**config.mk**
```make
export PLATFORM = sky130hd
export DESIGN_NAME = serial_pattern_gen
export DESIGN_NICKNAME = d
export VERILOG_FILES = /design/src/rtl/serial_gen_pkg.sv /design/src/rtl/serial_gen_shifter.sv /design/src/rtl/serial_pattern_gen.sv
export SDC_FILE = /design/constraint.sdc
export NUM_CORES = 1
export LEC_CHECK = 0
export ABC_AREA = 0
export CAP_MARGIN = 15
export CORE_MARGIN = 2
export CORE_UTILIZATION = 32
export CTS_BUF_LIST = sky130_fd_sc_hd__clkbuf_8 sky130_fd_sc_hd__clkbuf_16
export DETAILED_ROUTE_END_ITERATION = 8
export GPL_TIMING_DRIVEN = 0
export HOLD_SLACK_MARGIN = 0.02
export PLACE_DENSITY_LB_ADDON = 0.08
export SYNTH_ARGS = -nofsm -noshare
export SYNTH_HDL_FRONTEND = slang
export SYNTH_SLANG_ARGS = --single-unit
export TNS_END_PERCENT = 5
```
**constraint.sdc**
```tcl
create_clock -name clk -period 3 [get_ports clk]
set_input_delay 0.45 -clock clk [delete_from_list [all_inputs] [get_ports clk]]
set_output_delay 0.45 -clock clk [all_outputs]
set_load 0.005 [all_outputs]
```
**src/rtl/serial_gen_pkg.sv**
```systemverilog
// Shared definitions for the serial pattern generator: FSM state encoding,
// gap counter width and default pattern length.
package serial_gen_pkg;

    localparam int DEF_MAX_LEN = 8;
    localparam int GAP_CNT_W   = 8;

    typedef enum logic [1:0] {
        ST_IDLE  = 2'd0,
        ST_SHIFT = 2'd1,
        ST_GAP   = 2'd2
    } state_t;

endpackage

```
**src/rtl/serial_gen_shifter.sv**
```systemverilog
// PISO shifter: loads a right-aligned pattern MSB-first, shifts one bit per clk.
// Latency: o_bit shows the first bit the cycle after i_load; no stalls.
// Backpressure: none; the caller decides when to load and shift.
module serial_gen_shifter
    import serial_gen_pkg::*;
#(
    parameter int MAX_LEN = DEF_MAX_LEN,
    parameter int LEN_W   = $clog2(MAX_LEN + 1)
) (
    input  logic               clk,
    input  logic               rst,
    input  logic               i_load,
    input  logic               i_shift,
    input  logic [MAX_LEN-1:0] i_data,
    input  logic [LEN_W-1:0]   i_len,
    output logic               o_bit,
    output logic               o_last,
    output logic               o_next_last
);

    logic [MAX_LEN-1:0] r_sh;
    logic [LEN_W-1:0]   r_cnt;
    logic [LEN_W-1:0]   w_shamt;

    assign w_shamt = LEN_W'(MAX_LEN) - i_len;

    // Zero fill keeps o_bit low once the pattern has drained.
    always_ff @(posedge clk) begin
        if (rst) begin
            r_sh  <= '0;
            r_cnt <= '0;
        end else if (i_load) begin
            r_sh  <= i_data << w_shamt;
            r_cnt <= i_len - 1'b1;
        end else if (i_shift) begin
            r_sh  <= r_sh << 1;
            r_cnt <= (r_cnt == '0) ? '0 : r_cnt - 1'b1;
        end
    end

    assign o_bit       = r_sh[MAX_LEN-1];
    assign o_last      = (r_cnt == '0);
    assign o_next_last = (r_cnt == LEN_W'(1));

endmodule

```
**src/rtl/serial_pattern_gen.sv**
```systemverilog
// Serial pattern transmitter, MSB-first, optional repeats via SERIAL_PATTERN_GEN_REPEAT_EN.
// Latency: first bit one cycle after accept; GAP_CYCLES idle bits between patterns.
// Backpressure: pat_ready only while idle; held pat_valid is taken on the first idle cycle.
module serial_pattern_gen
    import serial_gen_pkg::*;
#(
    parameter int MAX_LEN    = DEF_MAX_LEN,
    parameter int LEN_W      = $clog2(MAX_LEN + 1),
    parameter int GAP_CYCLES = 1
) (
    input  logic               clk,
    input  logic               rst,
    input  logic [MAX_LEN-1:0] pat_data,
    input  logic [LEN_W-1:0]   pat_len,
    input  logic               pat_valid,
`ifdef SERIAL_PATTERN_GEN_REPEAT_EN
    input  logic [3:0]         pat_rep,
`endif
    output logic               pat_ready,
    output logic               out,
    output logic               out_valid,
    output logic               busy,
    output logic               done
);

    localparam logic [GAP_CNT_W-1:0] GAP_LOAD = GAP_CNT_W'(GAP_CYCLES);

    state_t               r_state, w_next_state;
    logic [MAX_LEN-1:0]   r_pat, w_load_data;
    logic [LEN_W-1:0]     r_len, w_len, w_load_len;
    logic [3:0]           r_rep, w_next_rep, w_rep_in, w_rep_dec;
    logic [GAP_CNT_W-1:0] r_gap;
    logic                 r_out_valid, r_pat_ready, r_busy, r_done;
    logic                 w_accept, w_load;
    logic                 w_bit, w_last, w_next_last;

`ifdef SERIAL_PATTERN_GEN_REPEAT_EN
    assign w_rep_in = pat_rep;
`else
    assign w_rep_in = 4'd0;
`endif

    assign w_len     = (pat_len > LEN_W'(MAX_LEN)) ? LEN_W'(MAX_LEN) : pat_len;
    assign w_accept  = pat_valid && r_pat_ready;
    assign w_rep_dec = r_rep - 4'd1;

    // The FSM runs one cycle ahead of the line: it leaves SHIFT as the last
    // bit is loaded, so the idle count lines up with the bits actually sent.
    function automatic state_t after_last(input logic [3:0] rep_left);
        return (GAP_CYCLES == 0 && rep_left == 4'd0) ? ST_IDLE : ST_GAP;
    endfunction

    always_ff @(posedge clk) begin
        if (rst) r_state <= ST_IDLE;
        else     r_state <= w_next_state;
    end

    always_comb begin
        w_next_state = r_state;
        w_load       = 1'b0;
        w_load_data  = pat_data;
        w_load_len   = w_len;
        w_next_rep   = r_rep;
        case (r_state)
            ST_IDLE: begin
                if (w_accept && w_len != '0) begin
                    w_load       = 1'b1;
                    w_next_rep   = w_rep_in;
                    w_next_state = (w_len == LEN_W'(1)) ? after_last(w_rep_in) : ST_SHIFT;
                end
            end
            ST_SHIFT: begin
                if (w_next_last) w_next_state = after_last(r_rep);
            end
            ST_GAP: begin
                if (r_rep != 4'd0) begin
                    if (r_gap == '0) begin
                        w_load       = 1'b1;
                        w_load_data  = r_pat;
                        w_load_len   = r_len;
                        w_next_rep   = w_rep_dec;
                        w_next_state = (r_len == LEN_W'(1)) ? after_last(w_rep_dec) : ST_SHIFT;
                    end
                end else if (r_gap <= GAP_CNT_W'(1)) begin
                    w_next_state = ST_IDLE;
                end
            end
            default: w_next_state = ST_IDLE;
        endcase
    end

    always_ff @(posedge clk) begin
        if (rst) begin
            r_pat       <= '0;
            r_len       <= '0;
            r_rep       <= '0;
            r_gap       <= '0;
            r_out_valid <= 1'b0;
            r_pat_ready <= 1'b0;
            r_busy      <= 1'b0;
            r_done      <= 1'b0;
        end else begin
            r_rep <= w_next_rep;
            if (w_load && r_state == ST_IDLE) begin
                r_pat <= pat_data;
                r_len <= w_len;
            end
            if (w_next_state == ST_GAP && (r_state != ST_GAP || w_load))
                r_gap <= GAP_LOAD;
            else if (r_state == ST_GAP && r_gap != '0)
                r_gap <= r_gap - 1'b1;
            r_out_valid <= w_load || (r_out_valid && !w_last);
            r_pat_ready <= (w_next_state == ST_IDLE);
            r_busy      <= (w_next_state != ST_IDLE);
            r_done      <= (r_out_valid && w_last && r_rep == 4'd0) || (w_accept && w_len == '0);
        end
    end

    serial_gen_shifter #(
        .MAX_LEN (MAX_LEN),
        .LEN_W   (LEN_W)
    ) u_shifter (
        .clk         (clk),
        .rst         (rst),
        .i_load      (w_load),
        .i_shift     (r_out_valid),
        .i_data      (w_load_data),
        .i_len       (w_load_len),
        .o_bit       (w_bit),
        .o_last      (w_last),
        .o_next_last (w_next_last)
    );

    assign out       = w_bit;
    assign out_valid = r_out_valid;
    assign pat_ready = r_pat_ready;
    assign busy      = r_busy;
    assign done      = r_done;

endmodule

```
==> flow_metrics.env <==
export IMPL_die_h_um=91.9
export IMPL_r2r_end="u_shifter.r_sh[4]"
export IMPL_syn_nets=311
export IMPL_r2r_slack_ns=0.14
export IMPL_ir_worst_vdd_uv=222
export IMPL_overflow=0
export IMPL_fmax_mhz=349
export IMPL_ios=20
export IMPL_hpwlAfterDp_um=4590
export IMPL_slowest_delay_ns=0.36
export IMPL_syn_instance_count=290
export IMPL_ys_warn_count=0
export IMPL_fin_util_pct=38.8
export IMPL_wl_per_cell_um=14.7
export IMPL_path_cells="inv_1, ha_1, nor3b_4, and4b_4, buf_12, buf_12, nor3b_1, a21oi_1, ha_2, inv_1, and2_1, o21bai_2, and2_4, o21ai_0, o21ba_2"
export IMPL_hold_end="r_pat[7]"
export IMPL_start_util_pct=32.5
export IMPL_h_tree_depth=2
export IMPL_synth_edf_count=0
export IMPL_synth_compound_area_share_pct=17.4
export IMPL_p_int_uw=922
export IMPL_finalHoldViolCount=0
export IMPL_p_per_area_nw_per_um2=446
export IMPL_layout_commonest_cell="dfxtp_1"
export IMPL_regArea_um2=845
export IMPL_final_layout_size_suffix_gt1_share_pct=16.2
export IMPL_p_sw_share_pct=30.0
export IMPL_worstPathRequired_ns=3.19
export IMPL_final_cell_mix="dfxtp_1 (39), nor2_1 (38), nand2_1 (33)"
export IMPL_r2r_start="r_rep[0]"
export IMPL_critPathBufInv=4
export IMPL_diodes=0
export IMPL_n_fill_cell=817
export IMPL_nNetsFinal=341
export IMPL_die_area_um2=8440
export IMPL_synth_avg_cell_area_um2=8.52
export IMPL_worst_pin_slew_ns=0.622
export IMPL_stdcell_count=423
export IMPL_netSwitchingPower_uw=395
export IMPL_synth_area_leaders="dfxtp_1 (34%), mux2i_1 (6.5%), nor2_1 (5.8%)"
export IMPL_cts_tree="done"
export IMPL_crit_slowest_cell="and4b_4"
export IMPL_hold_class="flip-flop to flip-flop"
export IMPL_worstSkewPairLatency_ns=0.29
export IMPL_crit_fanout=10
export IMPL_post_dp_cell_area_um2=2790
export IMPL_drtIter0Drc=99
export IMPL_seqPwrFrac_pct=47.5
export IMPL_clkPwrFrac_pct=29.3
export IMPL_synth_top_family_by_area="simple AND/OR/NAND/NOR gates"
export IMPL_worst_hold_path_num_cells=2
export IMPL_synth_xor_area_share_pct=3.19
export IMPL_gp_congestion=0.742
export IMPL_dr_pass1_iters=4
export IMPL_drc=0
export IMPL_end_kind="flip-flop"
export IMPL_async_reset_ff_share_pct=0
export IMPL_period_needed_ns=2.86
export IMPL_cap_viol_max_count=0
export IMPL_antenna_left=0
export IMPL_die_w_um=91.9
export IMPL_num_rows=32
export IMPL_dp_cells=411
export IMPL_clockBufferDepth=2
export IMPL_cp_start_kind="flip-flop"
export IMPL_hp_start="r_pat[7]"
export IMPL_core_area_um2=7610
export IMPL_synth_top_area_share_pct=34.0
export IMPL_drv_slew=0
export IMPL_vias_per_cell=4.97
export IMPL_synth_cell_types=61
export IMPL_synth_seq_cells=42
export IMPL_ys_seq_area_share_pct=34.0
export IMPL_synth_mux_area_share_pct=11.8
export IMPL_skew_ns=0.00359
export IMPL_cts_sinks=42
export IMPL_yosys_area_share_simple_pct=25.2
export IMPL_grt_pass1_vias=2013
export IMPL_syn_to_final_growth_pct=19.5
export IMPL_io_buffers=19
export IMPL_path_clk_slew_ns=0.08
export IMPL_combPwrFrac_pct=23.2
export IMPL_grt_pass1_wl_um=10100
export IMPL_root_buffer="clkbuf_8"
export IMPL_reg2reg_depth=15
export IMPL_design_area_um2=2950
export IMPL_ys_flop_type="dfxtp_1"
export IMPL_track_usage_pct=14.9
export IMPL_numCtsBuffers=5
export IMPL_status="finished clean"
export IMPL_drt_total_wl_um=6210
export IMPL_synth_area_um2=2470
export IMPL_grt_max_degree=13
export IMPL_crit_arrival_ns=3.05
export IMPL_final_setup_viol_count=0
export IMPL_power_leakage_uw=0.00108
export IMPL_synth_top_area_cell="dfxtp_1"
export IMPL_multi_input_area_um2=1530
export IMPL_maxSlewHeadroom_pct=58.5
export IMPL_period_share_pct=95.4
export IMPL_path_delay_family="simple AND/OR/NAND/NOR gates"
export IMPL_worst_setup_path_type="flip-flop to flip-flop"
export IMPL_setup_tns_ns=0
export IMPL_vias=2101
export IMPL_yosys_area_share_adder_pct=3.04
export IMPL_grt_antenna_before_repair=0
-- power groups by stage --
stage	clock, uW	combinational (uW)	sequential, uW
after floorplan	0	203	632
after global placement	0	292	638
after detailed placement	0	292	638
after CTS	407	298	625
after global routing	424	341	631
final	386	305	625
-- layer usage --
metal / track usage, % / part of all wire [%]
met2: 24.5 / 47
met3: 2.71 / 2.9
met1: 20.2 / 49
met4: 3.73 / 0.63
met5: 0 / 0
-- sequential cells by signal, summed over array words and instances, names as in the netlist, 2 cells and up --
name,count
u_shifter.r_sh,8
r_pat,8
r_len,4
u_shifter.r_cnt,4
r_rep,4
r_gap,8
r_state,2
-- how the worst max path moves through the flow --
stage          cells past startpoint                 to  slack, ns  startpoint
5_1_grt                           15  u_shifter.r_sh[4]      -0.03    r_gap[0]
6_report                          15  u_shifter.r_sh[4]       0.14    r_rep[0]
3_5_place_dp                      13  u_shifter.r_sh[3]      -0.21    r_gap[0]
3_3_place_gp                      13  u_shifter.r_sh[3]      -0.20    r_rep[0]
4_1_cts                           13  u_shifter.r_sh[3]       0.04    r_rep[0]
2_1_floorplan                     13  u_shifter.r_sh[3]       0.21    r_rep[0]
-- Yosys cell counts (2+ instances only) --
library cell,instances
clkbuf_1,7
a21oi_1,25
mux2_2,5
inv_1,10
mux2_4,2
nor4_1,4
nand3_1,7
buf_12,2
nor3b_1,3
nor2b_1,5
o221ai_1,2
a211oi_1,7
xnor2_1,5
or3_1,2
xor2_1,4
nor3_1,7
a21o_1,2
o21ai_1,3
o21a_1,2
nand2_1,34
o21ai_0,6
o22ai_1,2
mux4_2,2
nand3b_1,2
nor2_1,38
mux2i_1,16
dfxtp_1,42
buf_4,3
nand2b_1,4
ha_1,6
-- timing repair --
action / 4_1_cts / 5_1_grt
endpoints found under the setup margin: 7 / 9
gates cloned: 0 / 0
gates resized for setup: 5 / 10
hold buffers: 0 / 0
setup buffers: 0 / 4
pin swaps: 0 / 4
-- cell families (layout without fill, tap and decap cells) --
kind of cell / after synthesis / in the layout
compound gates: 65 / 65
xor+xnor: 9 / 9
fa+ha+maj: 6 / 6
buf+inv: 23 / 54
flops: 42 / 42
mux: 25 / 25
simple gates: 120 / 120
-- worst min-delay path, cell delays in order, from the launching register on --
cell	delay (ns)
dfxtp_1	0.32
nand2_1	0.05
a21oi_1	0.05
-- through the flow --
| stage | hold WS, ns | setup slack, ns | total power [uW] |
|---|---|---|---|
| finish | 0.459 | 0.137 | 1320 |
| global route | 0.501 | -0.0257 | 1400 |
| CTS | 0.461 | 0.0411 | 1330 |
| detailed placement | 0.451 | -0.212 | 930 |
| global placement | 0.450 | -0.203 | 930 |
| floorplan | 0.436 | 0.214 | 834 |
-- area by class of cell --
class / instances / area share [%]
Buffer: 13 / 3.52
Timing Repair Buffer: 23 / 7.45
Tap cell: 102 / 4.32
Clock buffer: 6 / 2.80
Clock inverter: 2 / 0.296
Sequential cell: 42 / 28.6
Inverter: 10 / 1.27
Multi-Input combinational cell: 225 / 51.8
Note: power is estimated with default switching activity, not from simulation.
